==> src/rtl/pc_fetch_unit.sv <==
// pc_fetch_unit: holds the 64-bit program counter and fetches one 32-bit
// instruction per req/ack transaction into a single-entry output buffer.
//
// Ports:
//   clk, reset_n        clock, asynchronous active-low reset
//   next_pc_in          next PC returned from the downstream next-PC mux
//   pc_plus_step        combinational pc_reg + PC_STEP (mux input b)
//   flush               redirect: drop buffered/in-flight instruction, load next_pc_in
//   stall               decode cannot accept the buffered instruction
//   imem_req/imem_addr  registered instruction-memory request and address
//   imem_ack/imem_rdata memory completion and instruction word
//   instr_valid/instr_out/pc_out  buffered instruction and its PC
//   misaligned          sticky: a PC load with bits[1:0] != 0 was attempted
//   fetch_count         instructions accepted by decode (wraps)
module pc_fetch_unit #(
    parameter logic [63:0] RESET_PC = 64'h0000_0000_0000_0000,
    parameter int unsigned PC_STEP  = 4
) (
    input  logic        clk,
    input  logic        reset_n,
    input  logic [63:0] next_pc_in,
    output logic [63:0] pc_plus_step,
    input  logic        flush,
    input  logic        stall,
    output logic        imem_req,
    output logic [63:0] imem_addr,
    input  logic        imem_ack,
    input  logic [31:0] imem_rdata,
    output logic        instr_valid,
    output logic [31:0] instr_out,
    output logic [63:0] pc_out,
    output logic        misaligned,
    output logic [31:0] fetch_count
);

    localparam int unsigned PC_W    = 64;
    localparam int unsigned INSTR_W = 32;
    localparam int unsigned CNT_W   = 32;

    typedef enum logic [1:0] {
        IDLE  = 2'd0,
        FETCH = 2'd1,
        HOLD  = 2'd2,
        HALT  = 2'd3
    } state_e;

    state_e             state_q,   state_d;
    logic [PC_W-1:0]    pc_q,      pc_d;
    logic               req_q,     req_d;
    logic [PC_W-1:0]    addr_q,    addr_d;
    logic               valid_q,   valid_d;
    logic [INSTR_W-1:0] instr_q,   instr_d;
    logic [PC_W-1:0]    pc_out_q,  pc_out_d;
    logic               mis_q,     mis_d;
    logic [CNT_W-1:0]   cnt_q,     cnt_d;
    logic               discard_q, discard_d;

    logic accept;
    logic load_pc;
    logic npc_bad;

    assign pc_plus_step = pc_q + PC_W'(PC_STEP);
    assign accept       = valid_q & ~stall;
    assign npc_bad      = |next_pc_in[1:0];

    // Next-state and next-output logic
    always_comb begin
        state_d   = state_q;
        pc_d      = pc_q;
        addr_d    = addr_q;
        valid_d   = valid_q;
        instr_d   = instr_q;
        pc_out_d  = pc_out_q;
        mis_d     = mis_q;
        cnt_d     = cnt_q;
        discard_d = discard_q;
        load_pc   = 1'b0;

        // Buffer drain applies in every state; flush wins and suppresses the count
        if (flush) begin
            valid_d = 1'b0;
        end else if (accept) begin
            valid_d = 1'b0;
            cnt_d   = cnt_q + CNT_W'(1);
        end

        case (state_q)
            IDLE: begin
                if (flush) begin
                    load_pc = 1'b1;
                end else begin
                    state_d = FETCH;
                    addr_d  = pc_q;
                end
            end
            FETCH: begin
                if (imem_ack) begin
                    if (flush) begin
                        load_pc   = 1'b1;
                        discard_d = 1'b0;
                        state_d   = IDLE;
                    end else if (discard_q) begin
                        discard_d = 1'b0;
                        state_d   = IDLE;
                    end else begin
                        instr_d  = imem_rdata;
                        pc_out_d = addr_q;
                        valid_d  = 1'b1;
                        load_pc  = 1'b1;
                        state_d  = HOLD;
                    end
                end else if (flush) begin
                    // Request cannot be withdrawn: remember to drop its data
                    load_pc   = 1'b1;
                    discard_d = 1'b1;
                end
            end
            HOLD: begin
                if (flush) begin
                    load_pc = 1'b1;
                    state_d = IDLE;
                end else if (accept) begin
                    state_d = FETCH;
                    addr_d  = pc_q;
                end
            end
            HALT: begin
                state_d = HALT;
            end
            default: begin
                state_d = IDLE;
            end
        endcase

        // Every PC load is screened for alignment; a bad target halts fetch
        if (load_pc) begin
            if (npc_bad) begin
                mis_d     = 1'b1;
                discard_d = 1'b0;
                state_d   = HALT;
            end else begin
                pc_d = next_pc_in;
            end
        end

        req_d = (state_d == FETCH);
    end

    // State and output registers
    always_ff @(posedge clk or negedge reset_n) begin
        if (!reset_n) begin
            state_q   <= IDLE;
            pc_q      <= RESET_PC;
            req_q     <= 1'b0;
            addr_q    <= '0;
            valid_q   <= 1'b0;
            instr_q   <= '0;
            pc_out_q  <= '0;
            mis_q     <= 1'b0;
            cnt_q     <= '0;
            discard_q <= 1'b0;
        end else begin
            state_q   <= state_d;
            pc_q      <= pc_d;
            req_q     <= req_d;
            addr_q    <= addr_d;
            valid_q   <= valid_d;
            instr_q   <= instr_d;
            pc_out_q  <= pc_out_d;
            mis_q     <= mis_d;
            cnt_q     <= cnt_d;
            discard_q <= discard_d;
        end
    end

    assign imem_req    = req_q;
    assign imem_addr   = addr_q;
    assign instr_valid = valid_q;
    assign instr_out   = instr_q;
    assign pc_out      = pc_out_q;
    assign misaligned  = mis_q;
    assign fetch_count = cnt_q;

endmodule
==> config.mk <==
export PLATFORM = sky130hd
export DESIGN_NAME = pc_fetch_unit
export DESIGN_NICKNAME = d
export VERILOG_FILES = /design/src/rtl/pc_fetch_unit.sv
export SDC_FILE = /design/constraint.sdc
export NUM_CORES = 1
export LEC_CHECK = 0
export BUFFER_PORTS_ARGS = -buffer_cell sky130_fd_sc_hd__buf_2
export CAP_MARGIN = 25
export CORE_UTILIZATION = 30
export DETAILED_ROUTE_END_ITERATION = 10
export HOLD_SLACK_MARGIN = 0.1
export PLACE_DENSITY = 0.61
export SLEW_MARGIN = 20
export SYNTH_ARGS = -nofsm -noshare
export SYNTH_HDL_FRONTEND = slang
export SYNTH_SLANG_ARGS = --single-unit
==> constraint.sdc <==
create_clock -name clk -period 2.9 [get_ports clk]
set_input_delay 0.58 -clock clk [delete_from_list [all_inputs] [get_ports clk]]
set_output_delay 0.58 -clock clk [all_outputs]
set_load 0.01 [all_outputs]
==> flow_summary.ini, run 1 <==
[finish]
ff_latch_area_sq_um = 6570
filler_cell_count = 3475
drive_above_1_share = 0.611
nNetsFinal = 1392
area_growth_pct = 41.3
final_cell_count_no_fill = 1820
multi_input_area_sq_um = 5060

[sta]
finalCriticalPeriod_ps = 3190
max_freq_ghz = 0.314
setup_violations = 46
rsz0062_at_grt = yes
hold_ws_ps = 253
hold_viol_final = 0
slew_violations = 0
slew_headroom = 0.613
max_slew.worst_pin.slew_ps = 581
fin_ws_ps = -288
min_period_over_period = 1.10
fin_skew_ps = 11.6

[die]
std_cell_rows = 70
dieArea_sq_um = 38600
die_y_um = 197
core_area_sq_um = 37000
pin_count = 360
die_width_um = 197
start_util = 0.307

[route]
avgViaCountPerCell = 4.70
first_pass_iters = 7
drt_iter0_markers = 308
vias = 8555
wire_per_inst_um = 18.2
routed_wl_mm = 33.1
drc_errors = 0
drtAntennaViolNets = 0

[setup_path]
start_kind = flop
cp.arrival_ps = 2610
cp_data_required_time_ps = 2320
criticalPathCategory = reg -> out
path_max_fanout = 10
cp-end-kind = output port

[grt]
grt_start_max_net_pins = 72
antenna_found_initial = 7
grt_pass1_vias = 8747
grt-ovfl-total = 0
grt_pass1_wl_mm = 50.4
track_usage = 0.166

[cts]
cts.reportedPaths.clkPinSlew_ps = 70
numCtsBuffers = 30
clkLatencyLatePin_ps = 560
clk_root_buffer_cell = clkbuf_16
clock_sinks = 262
cts_tree = built
cts_buffer_depth = 3
htreeDepth = 1

[synthesis]
syn_inst = 839
yosysSeqAreaShare = 0.577
yosysUniqueCellTypes = 43
synthTopCellsByCount = dfrtp_1 (262), mux2_2 (223), xor2_1 (49)
yosys_warnings = 0
syn_nets = 942
synth_edf_count = 0
synthArstFlopShare = 1.00
yosys-top-cells-area = dfrtp_1 (58%), mux2_2 (22%), xor2_1 (3.8%), xnor2_1 (3.2%), nand3_1 (1.6%)
synth-seq-cells = 262
synthFlopType = dfrtp_1
yosysMostFrequentCell = dfrtp_1
netlist_area_sq_um = 11400
syn_avg_cell_area_sq_um = 13.5
yosysTopAreaCellShare = 0.577
yosysTopAreaCell = dfrtp_1

[run]
cap_viol_max_count = 0

[place]
place_congestion = 0.871
dp_cells = 1714
numPortBuffers = 359
hpwlAfterDp_mm = 23.8

[pwr]
total_power_uw = 16100
cellPowerDensity_nw_per_um2 = 1000
power.leakage_uw = 0.00810
irDropWorstVdd_uv = 559

[min_path]
hold_path.class = in -> reg

[run_status]
violations = negative setup slack
status = complete, but fails checks
-- flip-flops by register name, summed over array words and instances (netlist names) --
| name | flops |
|---|---|
| instr_out | 32 |
| misaligned | 1 |
| imem_req | 1 |
| fetch_count | 32 |
| discard_q | 1 |
| pc_out | 64 |
| state_q | 2 |
| instr_valid | 1 |
| imem_addr | 64 |
| pc_q | 64 |
-- per-layer routing --
metal | routed length (um) | track usage | vias to the layer above
met1 | 13600 | 0.206 | 4264
met5 | 17 | 0 | -
met4 | 661 | 0.0399 | 4
met3 | 2750 | 0.0493 | 52
li1 | - | - | 3885
met2 | 16000 | 0.282 | 350
-- kinds of logic (layout without fill, tap and decap cells) --
group	after synthesis	count (layout)	share of synthesized area
compound gates	9	9	0.00507
xor+xnor	91	91	0.0702
fa+ha+maj	2	2	0.00220
buf+inv	44	517	0.0176
flops	262	262	0.577
mux	223	223	0.221
other cells	0	4	0
simple gates	208	208	0.106
-- critical path: stages (launching register included) --
cell	delay, ps
dfrtp_1	420
buf_4	140
nand4_1	170
nor4_4	380
nand3_1	140
buf_6	190
nor4_4	280
xor2_1	180
buf_2	150
-- final cells by class --
| cell class | count | share of cell area |
|---|---|---|
| antenna | 4 | 0.000624 |
| clock buffer | 43 | 0.0543 |
| clock inverter | 12 | 0.0104 |
| inverter | 10 | 0.00234 |
| multi-input combinational | 533 | 0.315 |
| sequential | 262 | 0.409 |
| tap | 504 | 0.0393 |
| timing repair buffer | 452 | 0.168 |
-- stage by stage --
stage	setup TNS, ps	utilization	instance area (sq um)	setup WS [ps]
final	-7550	0.434	16000	-288
after global routing	-13540	0.434	16000	-425
after CTS	-5850	0.427	15800	-290
after detailed placement	-27.7	0.381	14100	-27.7
after global placement	0	0.381	14100	71.8
after floorplan	0	-	11400	370
-- cell usage in the layout, fill, tap and decap left out, types with 8 or more instances in the layout --
cell | synthesis | final
dfrtp_1 | 262 | 254
clkbuf_16 | 0 | 31
inv_1 | 10 | 10
nor3_4 | 0 | 12
dfrtp_2 | 0 | 8
xnor2_1 | 42 | 36
nand4_1 | 22 | 22
xor2_1 | 49 | 47
nor2_4 | 0 | 8
buf_12 | 0 | 9
nor2_1 | 31 | 19
buf_2 | 16 | 355
buf_6 | 1 | 18
nand2_1 | 43 | 37
mux2_2 | 223 | 223
and3_1 | 10 | 10
nand3_1 | 36 | 33
nor4_4 | 5 | 10
buf_4 | 2 | 67
-- worst paths after layout --
| check | from | end | slack, ps | cells past startpoint |
|---|---|---|---|---|
| max | pc_q[2]$_DFFE_PN0P_ | pc_plus_step[59] | -290 | 8 |
| min | next_pc_in[63] | pc_q[63]$_DFFE_PN0P_ | 250 | 2 |
| max reg2reg | state_q[0]$_DFF_PN0_ | pc_q[6]$_DFFE_PN0P_ | 700 | 5 |
| min reg2reg | misaligned$_DFFE_PN0P_ | misaligned$_DFFE_PN0P_ | 460 | 1 |
| max in group asynchronous | reset_n | pc_q[46]$_DFFE_PN0P_ | 1520 | 3 |
| min in group asynchronous | reset_n | imem_addr[42]$_DFFE_PN0P_ | 610 | 2 |
-- timing repair --
| action | in CTS | in global routing |
|---|---|---|
| endpoints found under the setup margin | 45 | 48 |
| hold endpoints to repair | 66 | 0 |
| hold buffers | 1 | 0 |
| gates cloned | 1 | 0 |
| setup buffers | 27 | 19 |
| resized for setup | 90 | 23 |
| pin swaps | 36 | 20 |
-- report_power, final --
group          switching (uW)  internal (uW)
Sequential               1220           5110
Clock                    1510           2430
Combinational            2840           2960
No activity file was read; power rests on OpenSTA's default activity.
==> run 2, diff against run 1 <==
--- a/config.mk
+++ b/config.mk
@@ -5,12 +5,14 @@
 export SDC_FILE = /design/constraint.sdc
 export NUM_CORES = 1
 export LEC_CHECK = 0
+export ABC_AREA = 1
 export BUFFER_PORTS_ARGS = -buffer_cell sky130_fd_sc_hd__buf_2
 export CAP_MARGIN = 25
 export CORE_UTILIZATION = 30
+export CTS_CLUSTER_SIZE = 16
 export DETAILED_ROUTE_END_ITERATION = 10
 export HOLD_SLACK_MARGIN = 0.1
-export PLACE_DENSITY = 0.61
+export PLACE_DENSITY = 0.6
 export SLEW_MARGIN = 20
 export SYNTH_ARGS = -nofsm -noshare
 export SYNTH_HDL_FRONTEND = slang
==> run 2 against run 1 <==
The flow now finishes without violations. Utilization down 3.4 points. Maximum frequency up 13%. Global-route usage up 4.2 points. Routed wire length up 32%. Critical path type unchanged.
==> flow_summary.ini, run 2 <==
[synthesis]
synth-seq-cells = 262
synthTopCellsByCount = nand2_1 (613), dfrtp_1 (262), nor2_1 (221)
syn_nets = 1670
yosysUniqueCellTypes = 24
yosysTopAreaCellShare = 0.539
netlist_area_sq_um = 12200
yosys_warnings = 0
synthFlopType = dfrtp_1
yosys-top-cells-area = dfrtp_1 (54%), nand2_1 (19%), nor2_1 (6.8%), inv_1 (3.7%), o21ai_0 (3.3%)
yosysTopAreaCell = dfrtp_1
synth_edf_count = 0
yosysSeqAreaShare = 0.539
syn_inst = 1567
syn_avg_cell_area_sq_um = 7.76
yosysMostFrequentCell = nand2_1
synthArstFlopShare = 1.00

[cts]
clk_root_buffer_cell = clkbuf_16
cts.reportedPaths.clkPinSlew_ps = 60
cts_buffer_depth = 3
clock_sinks = 262
htreeDepth = 1
numCtsBuffers = 30
clkLatencyLatePin_ps = 580
cts_tree = built

[finish]
mostFrequentLayoutCell = nand2_1
multi_input_area_sq_um = 5080
final_cell_mix = nand2_1 (603), buf_2 (358), dfrtp_1 (252), nor2_1 (202), inv_1 (119)
ff_latch_area_sq_um = 6570
postLayoutCoreUtil = 0.400
nNetsFinal = 2039
drive_above_1_share = 0.256
fin_area_sq_um = 15900
diodes = 0
area_growth_pct = 30.9
filler_cell_count = 4201

[pwr]
power.leakage_uw = 0.00875
p_int_uw = 8690
sw_frac_of_total = 0.392
seqPwrFrac = 0.391
p_comb_frac = 0.331
cellPowerDensity_nw_per_um2 = 897
p_clk_frac = 0.278
switchingPower_uw = 5600
irDropWorstVdd_uv = 458

[route]
avgViaCountPerCell = 4.66
first_pass_iters = 8
drc_errors = 0
wire_per_inst_um = 17.6
drt_iter0_markers = 754
vias = 11600
drtAntennaViolNets = 0
routed_wl_mm = 43.7

[grt]
track_usage = 0.208
use_met3 = 0.0329
grt_start_max_net_pins = 85
grt_pass1_wl_mm = 65.5
antenna_found_initial = 1
met1_usage = 0.277
grt_pass1_vias = 11000
gr-usage-met2 = 0.348
grt_busiest_layer = met2
grt-ovfl-total = 0

[setup_path]
rrSetupSlack_ps = 990
crit_path_max_incr_delay_ps = 440
criticalPathCategory = reg -> out
regToRegStartpoint = discard_q$_DFF_PN0_
cp_slowest_cell = dfrtp_2
path_max_fanout = 7
cp.arrival_ps = 2230
critical_path_depth = 8
cp_num_buf_inv = 1
cp_data_required_time_ps = 2320
cp_common_cell = nand2_1
reg2reg_depth = 6
cp-end-kind = output port
start_kind = flop
reg2reg_to = pc_q[62]$_DFFE_PN0P_
path_delay_family = simple AND/OR/NAND/NOR gates
crit_chain = nand2_1, nor2_1, nand2_1, nor2_4, nand2_2, o21ai_0, nand2_1, buf_2

[sta]
setup_violations = 0
hold_ws_ps = 199
fin_skew_ps = 28.5
min_period_over_period = 0.969
finalCriticalPeriod_ps = 2810
max_slew.worst_pin.slew_ps = 701
fin_ws_ps = 88.7
slew_headroom = 0.533
hold_viol_final = 0
max_freq_ghz = 0.356
rsz0062_at_grt = yes
slew_violations = 0

[min_path]
hold_path.class = in -> reg
holdPathEnd = instr_out[30]$_DFFE_PN0P_
holdPathStages = 3
hp-start = imem_rdata[30]

[place]
place_area_sq_um = 14700
place_congestion = 0.986
numPortBuffers = 359
hpwlAfterDp_mm = 34.1
post-place-ws_ps = 221

[run]
cap_viol_max_count = 0

[die]
core_area_sq_um = 39800
dieArea_sq_um = 41400
die_width_um = 203
std_cell_rows = 73
die_y_um = 203
pin_count = 360
start_util = 0.305

[run_status]
status = finished clean
## run 2: how the worst max path moves through the flow
stage / startpoint / end / slack (ps)
after floorplan: pc_q[2]$_DFFE_PN0P_ / pc_plus_step[32] / 770
after global placement: pc_q[3]$_DFFE_PN0P_ / pc_plus_step[44] / 310
after detailed placement: pc_q[3]$_DFFE_PN0P_ / pc_plus_step[36] / 220
after CTS: pc_q[13]$_DFFE_PN0P_ / pc_plus_step[56] / 2
after global routing: pc_q[4]$_DFFE_PN0P_ / pc_plus_step[39] / -70
final: pc_q[4]$_DFFE_PN0P_ / pc_plus_step[39] / 90
## run 2: kinds of logic after synthesis
kind of cell               count (synthesis)  share of synthesized area
DFF                                      262                      0.539
AOI/OAI and AO/OA                        151                     0.0624
and+or+nand+nor                          928                      0.303
adders and majority gates                  2                    0.00206
buffers and inverters                    174                     0.0577
xor gates and xnor gates                  50                     0.0360
## run 2: per-stage QoR
step / instances / setup TNS (ps) / total power (uW)
after global routing: 2484 / -261 / 15100
after CTS: 2478 / 0 / 14300
after global placement: 2420 / 0 / 10200
final: 2484 / 0 / 14300
after floorplan: 1567 / 0 / 7810
after detailed placement: 2420 / 0 / 10200
## run 2: what timing repair did
item,CTS,global route
buffers inserted,2,6
endpoints found under the setup margin,27,38
hold buffers,1,0
endpoints found under the hold margin,62,0
pin swaps,2,7
resized for setup,17,40
## run 2: layer usage
layer  wire length [um]  vias up  part of all wire
met5                  0        -                 0
met4               1290        0             0.030
met3               2330       66             0.053
met2              20400      396              0.47
met1              19700     5511              0.45
li1                   -     5599                 -
## run 2: power by group through the flow
stage	clock network, uW	registers, uW	logic [uW]
4_1_cts	4050	5570	4670
3_5_place_dp	0	5620	4610
6_report	3970	5580	4730
3_3_place_gp	0	5580	4600
5_1_grt	4200	5710	5230
2_1_floorplan	0	5660	2150
## run 2: area by class of cell
| cell class | instances | area share |
|---|---|---|
| flip-flops and latches | 262 | 0.413 |
| multi-input cells | 1131 | 0.319 |
| repair buffers | 389 | 0.134 |
| clock buffers | 43 | 0.0552 |
| well taps | 525 | 0.0413 |
| inverters | 122 | 0.0288 |
| clock inverters | 12 | 0.00959 |
## run 2: tightest hold or removal path: stages
cell     delay, ps
buf_2           70
nand2_1         40
nand2_1         50
